$ cat config.mk
export PLATFORM = sky130hd
export DESIGN_NAME = dmem_store_buffer_responder
export DESIGN_NICKNAME = d
export VERILOG_FILES = /design/src/rtl/dmem_store_buffer_responder.sv
export SDC_FILE = /design/constraint.sdc
export NUM_CORES = 2
export LEC_CHECK = 0
export CORE_MARGIN = 2
export CORE_UTILIZATION = 50
export DETAILED_ROUTE_END_ITERATION = 10
export PLACE_DENSITY = 0.63
export SYNTH_ARGS = -nofsm -noshare
export SYNTH_HDL_FRONTEND = slang
export SYNTH_SLANG_ARGS = --single-unit
$ cat constraint.sdc
create_clock -name clk_i -period 12.3 [get_ports clk_i]
set_input_delay 3.075 -clock clk_i [delete_from_list [all_inputs] [get_ports clk_i]]
set_output_delay 3.075 -clock clk_i [all_outputs]
set_load 0.02 [all_outputs]
$ cat src/rtl/dmem_store_buffer_responder.sv
// Data-memory responder: one load port and one store port per cycle, a single-ported word
// array, and a FIFO store buffer that drains into the array in cycles without a load.
module dmem_store_buffer_responder #(
  parameter int unsigned WIDTH     = 32,
  parameter int unsigned ADDR_BITS = 6,
  parameter int unsigned SB_DEPTH  = 4
) (
  input  logic             clk_i,
  input  logic             clr_i,
  input  logic             ld_valid_i,
  input  logic [WIDTH-1:0] ld_addr_i,
  output logic             ld_ready_o,
  output logic             ld_rvalid_o,
  output logic [WIDTH-1:0] ld_rdata_o,
  input  logic             st_valid_i,
  input  logic [WIDTH-1:0] st_addr_i,
  input  logic [WIDTH-1:0] st_data_i,
  output logic             st_ready_o,
  output logic             sb_empty_o
);

  localparam int unsigned Depth = 2 ** ADDR_BITS;
  localparam int unsigned PtrW  = $clog2(SB_DEPTH);
  localparam int unsigned CntW  = PtrW + 1;

  typedef enum logic {StServe, StDrain} mode_e;

  logic [WIDTH-1:0]     mem_q [Depth];
  logic [ADDR_BITS-1:0] idx_q [SB_DEPTH];
  logic [WIDTH-1:0]     data_q [SB_DEPTH];
  logic [SB_DEPTH-1:0]  valid_q, valid_d;
  logic [PtrW-1:0]      rd_ptr_q, rd_ptr_d, wr_ptr_q, wr_ptr_d;
  logic [CntW-1:0]      count_q, count_d;
  mode_e                mode_q, mode_d;
  logic                 rvalid_q, rvalid_d;
  logic [WIDTH-1:0]     rdata_q, rdata_d;

  logic [ADDR_BITS-1:0] ld_idx, st_idx;
  logic                 full, ld_acc, push, drain;
  logic                 fwd_hit;
  logic [WIDTH-1:0]     fwd_data;
  logic [PtrW-1:0]      scan_ptr;

  // Only the word-index bits of the addresses matter.
  assign ld_idx = ld_addr_i[ADDR_BITS+1:2];
  assign st_idx = st_addr_i[ADDR_BITS+1:2];
  logic unused_addr_bits;
  assign unused_addr_bits = ^{ld_addr_i[WIDTH-1:ADDR_BITS+2], ld_addr_i[1:0],
                              st_addr_i[WIDTH-1:ADDR_BITS+2], st_addr_i[1:0]};

  assign full        = (count_q == CntW'(SB_DEPTH));
  assign ld_ready_o  = !full;
  assign st_ready_o  = !full;
  assign sb_empty_o  = (count_q == '0);
  assign ld_rvalid_o = rvalid_q;
  assign ld_rdata_o  = rdata_q;
  assign ld_acc      = ld_valid_i && ld_ready_o;
  assign push        = st_valid_i && st_ready_o;

  // Forwarding scan from oldest to youngest; the last match (youngest) wins.
  // The same-cycle push is not visible here, so a concurrent store never forwards.
  always_comb begin
    fwd_hit  = 1'b0;
    fwd_data = '0;
    scan_ptr = '0;
    for (int unsigned i = 0; i < SB_DEPTH; i++) begin
      scan_ptr = rd_ptr_q + PtrW'(i);
      if (valid_q[scan_ptr] && (idx_q[scan_ptr] == ld_idx)) begin
        fwd_hit  = 1'b1;
        fwd_data = data_q[scan_ptr];
      end
    end
  end

  // Array port arbitration and buffer/next-state bookkeeping.
  always_comb begin
    drain    = 1'b0;
    mode_d   = mode_q;
    valid_d  = valid_q;
    rd_ptr_d = rd_ptr_q;
    wr_ptr_d = wr_ptr_q;
    rvalid_d = ld_acc;
    rdata_d  = rdata_q;
    unique case (mode_q)
      StServe: drain = !ld_acc && (count_q != '0);
      StDrain: drain = 1'b1;
      default: drain = 1'b0;
    endcase
    if (ld_acc) begin
      rdata_d = fwd_hit ? fwd_data : mem_q[ld_idx];
    end
    if (drain) begin
      valid_d[rd_ptr_q] = 1'b0;
      rd_ptr_d          = rd_ptr_q + 1'b1;
    end
    if (push) begin
      valid_d[wr_ptr_q] = 1'b1;
      wr_ptr_d          = wr_ptr_q + 1'b1;
    end
    count_d = count_q + CntW'(push) - CntW'(drain);
    mode_d  = (count_d == CntW'(SB_DEPTH)) ? StDrain : StServe;
  end

  // Control state; reset discards any buffered stores.
  always_ff @(posedge clk_i) begin
    if (clr_i) begin
      mode_q   <= StServe;
      valid_q  <= '0;
      rd_ptr_q <= '0;
      wr_ptr_q <= '0;
      count_q  <= '0;
      rvalid_q <= 1'b0;
      rdata_q  <= '0;
    end else begin
      mode_q   <= mode_d;
      valid_q  <= valid_d;
      rd_ptr_q <= rd_ptr_d;
      wr_ptr_q <= wr_ptr_d;
      count_q  <= count_d;
      rvalid_q <= rvalid_d;
      rdata_q  <= rdata_d;
    end
  end

  // Entry payloads and the array are not reset; writes are suppressed during reset.
  always_ff @(posedge clk_i) begin
    if (!clr_i && push) begin
      idx_q[wr_ptr_q]  <= st_idx;
      data_q[wr_ptr_q] <= st_data_i;
    end
    if (!clr_i && drain) begin
      mem_q[idx_q[rd_ptr_q]] <= data_q[rd_ptr_q];
    end
  end

endmodule

==> impl_summary.log <==
[metrics] first-pass GRT wire length: 339000 um
[metrics] fin. max-slew vios: 0
[metrics] number of H-tree levels: 4
[metrics] unrepaired setup endpoints after global routing: false
[metrics] average cell area after synthesis: 18.6 um^2
[metrics] Design Power: 0.0187 W
[metrics] total setup buffers inserted after CTS: 0
[metrics] clock buffers created by TritonCTS: about 220
[metrics] layout-stage area growth over the synthesis result: 11.8%
[metrics] wire per inst: 31.5 um
[metrics] via density per instance: 6.45
[metrics] Worst path top cell family by delay: buffers and inverters
[metrics] global-route congestion overflow total: 0
[metrics] ANT nets after route: 0
[metrics] kind of start point of the critical path: input pin
[metrics] Final Hold Viols: 0
[metrics] proportion of layout cells with a drive suffix above 1: 0.170
[metrics] Post-CTS Hold Fix Bufs: 0
[metrics] Crit-path slowest cell: sky130_fd_sc_hd__nor4_1
[metrics] CTS clk-pin slew, worst paths: about 60 ps
[metrics] drc violations: 0
[metrics] Iter 0 DRT Violations: 5277
[metrics] number of global-route vias before repair: roughly 47000
[metrics] number of max-cap violations: 0
[metrics] final total negative setup slack: 0 ps
[metrics] data arrival at the endpoint of the critical path: between 7000 and 8000 ps
[metrics] clock sinks: between 2000 and 2500
[metrics] Final #Nets: 5067
[metrics] required time at the worst-slack endpoint: about 13000 ps
[metrics] reported net switching power: 0.00488 W
[metrics] layout filler cell count: 13556
[metrics] starting density of the core: 0.502
[metrics] Placed Instances: 7110
[metrics] leakage power: 32.1 nW
[metrics] worst hold margin: roughly 460 ps
[metrics] clock skew: 21.7 ps
[metrics] library cells used by synthesis: 57
[metrics] number of enable flip-flop cells after synthesis: 2200
[metrics] cell internal power dissipation: 0.0138 W
[metrics] largest cells by area after synthesis: sky130_fd_sc_hd__edfxtp_1 (73%), sky130_fd_sc_hd__mux4_2 (8.1%), sky130_fd_sc_hd__mux2i_1 (6.3%)
[metrics] initial antenna violation count: 10
[metrics] area of the mapped netlist: approximately 90000 um^2
[metrics] global-route usage over all layers: 0.255
[metrics] flop and latch count out of synthesis: 2247
[metrics] Yosys warning count: 0
[metrics] Crit Path Max Fanout: 73
[metrics] Seq pwr share: 0.514
[metrics] series of cell instances along the critical path: buf_8, buf_4, buf_4, mux2i_1, a221oi_1, nor3_1, nor4_1, a311oi_1, nor4_1, a211o_1
[metrics] Crit Path Category: in -> reg
[metrics] top cell type's share of synthesized area: 0.731
[metrics] clock root buffer: sky130_fd_sc_hd__clkbuf_16
[metrics] clock network fraction of design power: 0.342
[metrics] number of vias in the routed layout: roughly 48000
[metrics] Clk Latency, worst-skew pair: 850 ps
[metrics] cell type with the highest aggregate area in the netlist: sky130_fd_sc_hd__edfxtp_1
[metrics] CP bufs+invs: 3
[metrics] CTS tree: built
[metrics] fraction of power spent switching nets: 0.261
[metrics] pwr/cell area: 185 nW/um^2
[metrics] fin crit period: 6720 ps
[metrics] area of the core region: 180000 um^2
[metrics] Hold/Removal Path Class: reg -> reg
[metrics] net count after synthesis: 4963
[metrics] die area: 184000 um^2
[metrics] portion of the post-synthesis area used by sequential elements: 0.741
[metrics] first-pass detailed-route iteration total: 6
[metrics] die span in y: ~430 um
[metrics] Post-Synthesis Cells: 4853
[metrics] Routed WL: 237000 um
[metrics] maximum cell stage delay along the critical path: 880 ps
[metrics] half-perimeter wire length after placement: approximately 130000 um
[metrics] slew of the pin with the lowest slew margin: roughly 1300 ps
[metrics] largest net degree at the start of global routing: 105
[metrics] combinational share of power: 0.144
[metrics] post_cts resized: 0
[metrics] worst-case clock buffer depth: 3
[metrics] share of synthesized flip-flops with an asynchronous set or reset: 0
[metrics] Port Buffer Count: 83
[metrics] category of the worst setup path capture point: flip-flop
[metrics] I/O pin count: 136
[metrics] maximum vdd drop: between 0.1 and 0.15 mV
[metrics] placer's final routability congestion estimate: between 0.8 and 0.9
[metrics] Final Setup Violations: 0
[metrics] Slew HR: 0.148
[metrics] row count: 156
[metrics] outcome: finished clean
[metrics] number of cells in the finished layout apart from fillers: 7511
[metrics] Max Fclk: 0.149 GHz
[metrics] period utilisation layout: 0.546
[metrics] Die W: 429 um
[metrics] primary flip-flop cell chosen by synthesis mapping: sky130_fd_sc_hd__edfxtp_1
==> power groups by stage <==
stage	Sequential, W	Combinational, W	Clock [W]
6_report	0.00962	0.00269	0.00641
5_1_grt	0.00964	0.00292	0.00677
4_1_cts	0.00962	0.00269	0.00648
3_5_place_dp	0.00978	0.00269	0
3_3_place_gp	0.00977	0.00260	0
2_1_floorplan	0.00971	0.00169	0
==> stage by stage <==
| step | setup WS (ps) | util | area (um^2) |
|---|---|---|---|
| after floorplan | 6680 | - | 90400 |
| after global placement | 4760 | 0.524 | 94300 |
| after detailed placement | 4780 | 0.524 | 94300 |
| after CTS | 5690 | 0.561 | 101000 |
| after global routing | 5330 | 0.561 | 101000 |
| final | 5580 | 0.561 | 101000 |
==> registers in the layout, summed over array words and instances, names as in the netlist, named ones only <==
name,cells
rd_ptr_q,2
mode_q,1
count_q,3
ld_rvalid_o,1
data_q,128
valid_q,4
ld_rdata_o,32
mem_q,2048
wr_ptr_q,2
idx_q,24
==> cell families after synthesis <==
family | share of synthesized area
AO/OA/AOI/OAI | 0.0534
XOR/XNOR | 0.00436
adder cells (fa/ha/maj) | 0.00147
buffers and inverters | 0.0183
flip-flops | 0.741
multiplexers | 0.148
AND/OR/NAND/NOR | 0.0329
==> final timing paths <==
kind | start | to | slack [ps] | depth (start not counted)
setup / recovery | ld_addr_i[2] | ld_rdata_o[7]$_SDFFE_PP0P_ | 5580 | 10
hold / removal | ld_rdata_o[7]$_SDFFE_PP0P_ | ld_rdata_o[7]$_SDFFE_PP0P_ | 460 | 1
setup reg to reg | rd_ptr_q[0]$_SDFFE_PP0P_ | ld_rdata_o[30]$_SDFFE_PP0P_ | 7530 | 9
hold reg to reg | ld_rdata_o[7]$_SDFFE_PP0P_ | ld_rdata_o[7]$_SDFFE_PP0P_ | 460 | 1
==> synth_stat cells (all sizes together), types with 39 or more instances <==
master / count
clkbuf: 171
buf: 158
mux2i: 569
nor4: 41
o21ai: 183
edfxtp: 2200
a221oi: 211
nor2: 162
nand2: 175
nand3: 39
mux4: 326
dfxtp: 47
nor3: 149
==> routing by layer <==
layer / wire [um] / GRT usage / vias to the layer above
met5: 13 / 0 / -
met4: 4850 / 0.0609 / 2
met3: 21000 / 0.0563 / 336
met2: 112000 / 0.399 / 2033
met1: 99300 / 0.369 / 25757
li1: - / - / 20310
==> layout make-up <==
type / instances / area, um^2 / area share
diodes: 6 / 15.0 / 0.000149
clock inverters: 116 / 1030 / 0.0102
multi-input cells: 2267 / 22300 / 0.221
well taps: 2370 / 2970 / 0.0293
repair buffers: 216 / 1990 / 0.0197
flip-flops and latches: 2247 / 67000 / 0.663
clock buffers: 279 / 5720 / 0.0565
inverters: 10 / 40.0 / 0.000396
==> cells in the final DEF (no fill, tap or decap), types with 9 or more instances in the layout <==
master                            Yosys  layout
sky130_fd_sc_hd__nor3_1             149     149
sky130_fd_sc_hd__dfxtp_1             47      43
sky130_fd_sc_hd__a32oi_1             38      38
sky130_fd_sc_hd__a21oi_1             10       9
sky130_fd_sc_hd__clkinv_2             0      31
sky130_fd_sc_hd__clkbuf_16            0     219
sky130_fd_sc_hd__clkdlybuf4s50_1      0      79
sky130_fd_sc_hd__clkbuf_1           169      59
sky130_fd_sc_hd__o21ai_0            179     179
sky130_fd_sc_hd__nand2_1            175     173
sky130_fd_sc_hd__nor2_4               0      67
sky130_fd_sc_hd__buf_12               0      12
sky130_fd_sc_hd__bufinv_16            0      17
sky130_fd_sc_hd__nor2_1             162      95
sky130_fd_sc_hd__nor4_1              40      40
sky130_fd_sc_hd__nand3b_1            11      11
sky130_fd_sc_hd__a22oi_1             24      24
sky130_fd_sc_hd__a221o_1             38      38
sky130_fd_sc_hd__a31oi_1             18      18
sky130_fd_sc_hd__xor2_1              19      19
sky130_fd_sc_hd__o31ai_1             17      17
sky130_fd_sc_hd__a311oi_1            21      21
sky130_fd_sc_hd__o31a_1              18      18
sky130_fd_sc_hd__a221oi_1           210     210
sky130_fd_sc_hd__nand3_1             39      38
sky130_fd_sc_hd__xnor2_1             26      26
sky130_fd_sc_hd__mux2i_1            569     569
sky130_fd_sc_hd__clkinv_1             0      50
sky130_fd_sc_hd__a211o_1             23      23
sky130_fd_sc_hd__edfxtp_1          2200    2200
sky130_fd_sc_hd__and2_1              22      16
sky130_fd_sc_hd__nand2b_1            11      10
sky130_fd_sc_hd__buf_4               48     122
sky130_fd_sc_hd__o211ai_1            18      18
sky130_fd_sc_hd__mux4_2             326     326
sky130_fd_sc_hd__mux2_2              28      28
==> worst reg2reg max path: stages (launching register included) <==
cell	delay [ps]
sky130_fd_sc_hd__dfxtp_4	1000
sky130_fd_sc_hd__inv_1	300
sky130_fd_sc_hd__ha_4	590
sky130_fd_sc_hd__mux2i_1	270
sky130_fd_sc_hd__xor2_1	270
sky130_fd_sc_hd__a221oi_4	70
sky130_fd_sc_hd__buf_12	230
sky130_fd_sc_hd__nand2b_1	870
sky130_fd_sc_hd__a31oi_1	840
sky130_fd_sc_hd__o211ai_1	180
Power figures use the tool's default switching activity.
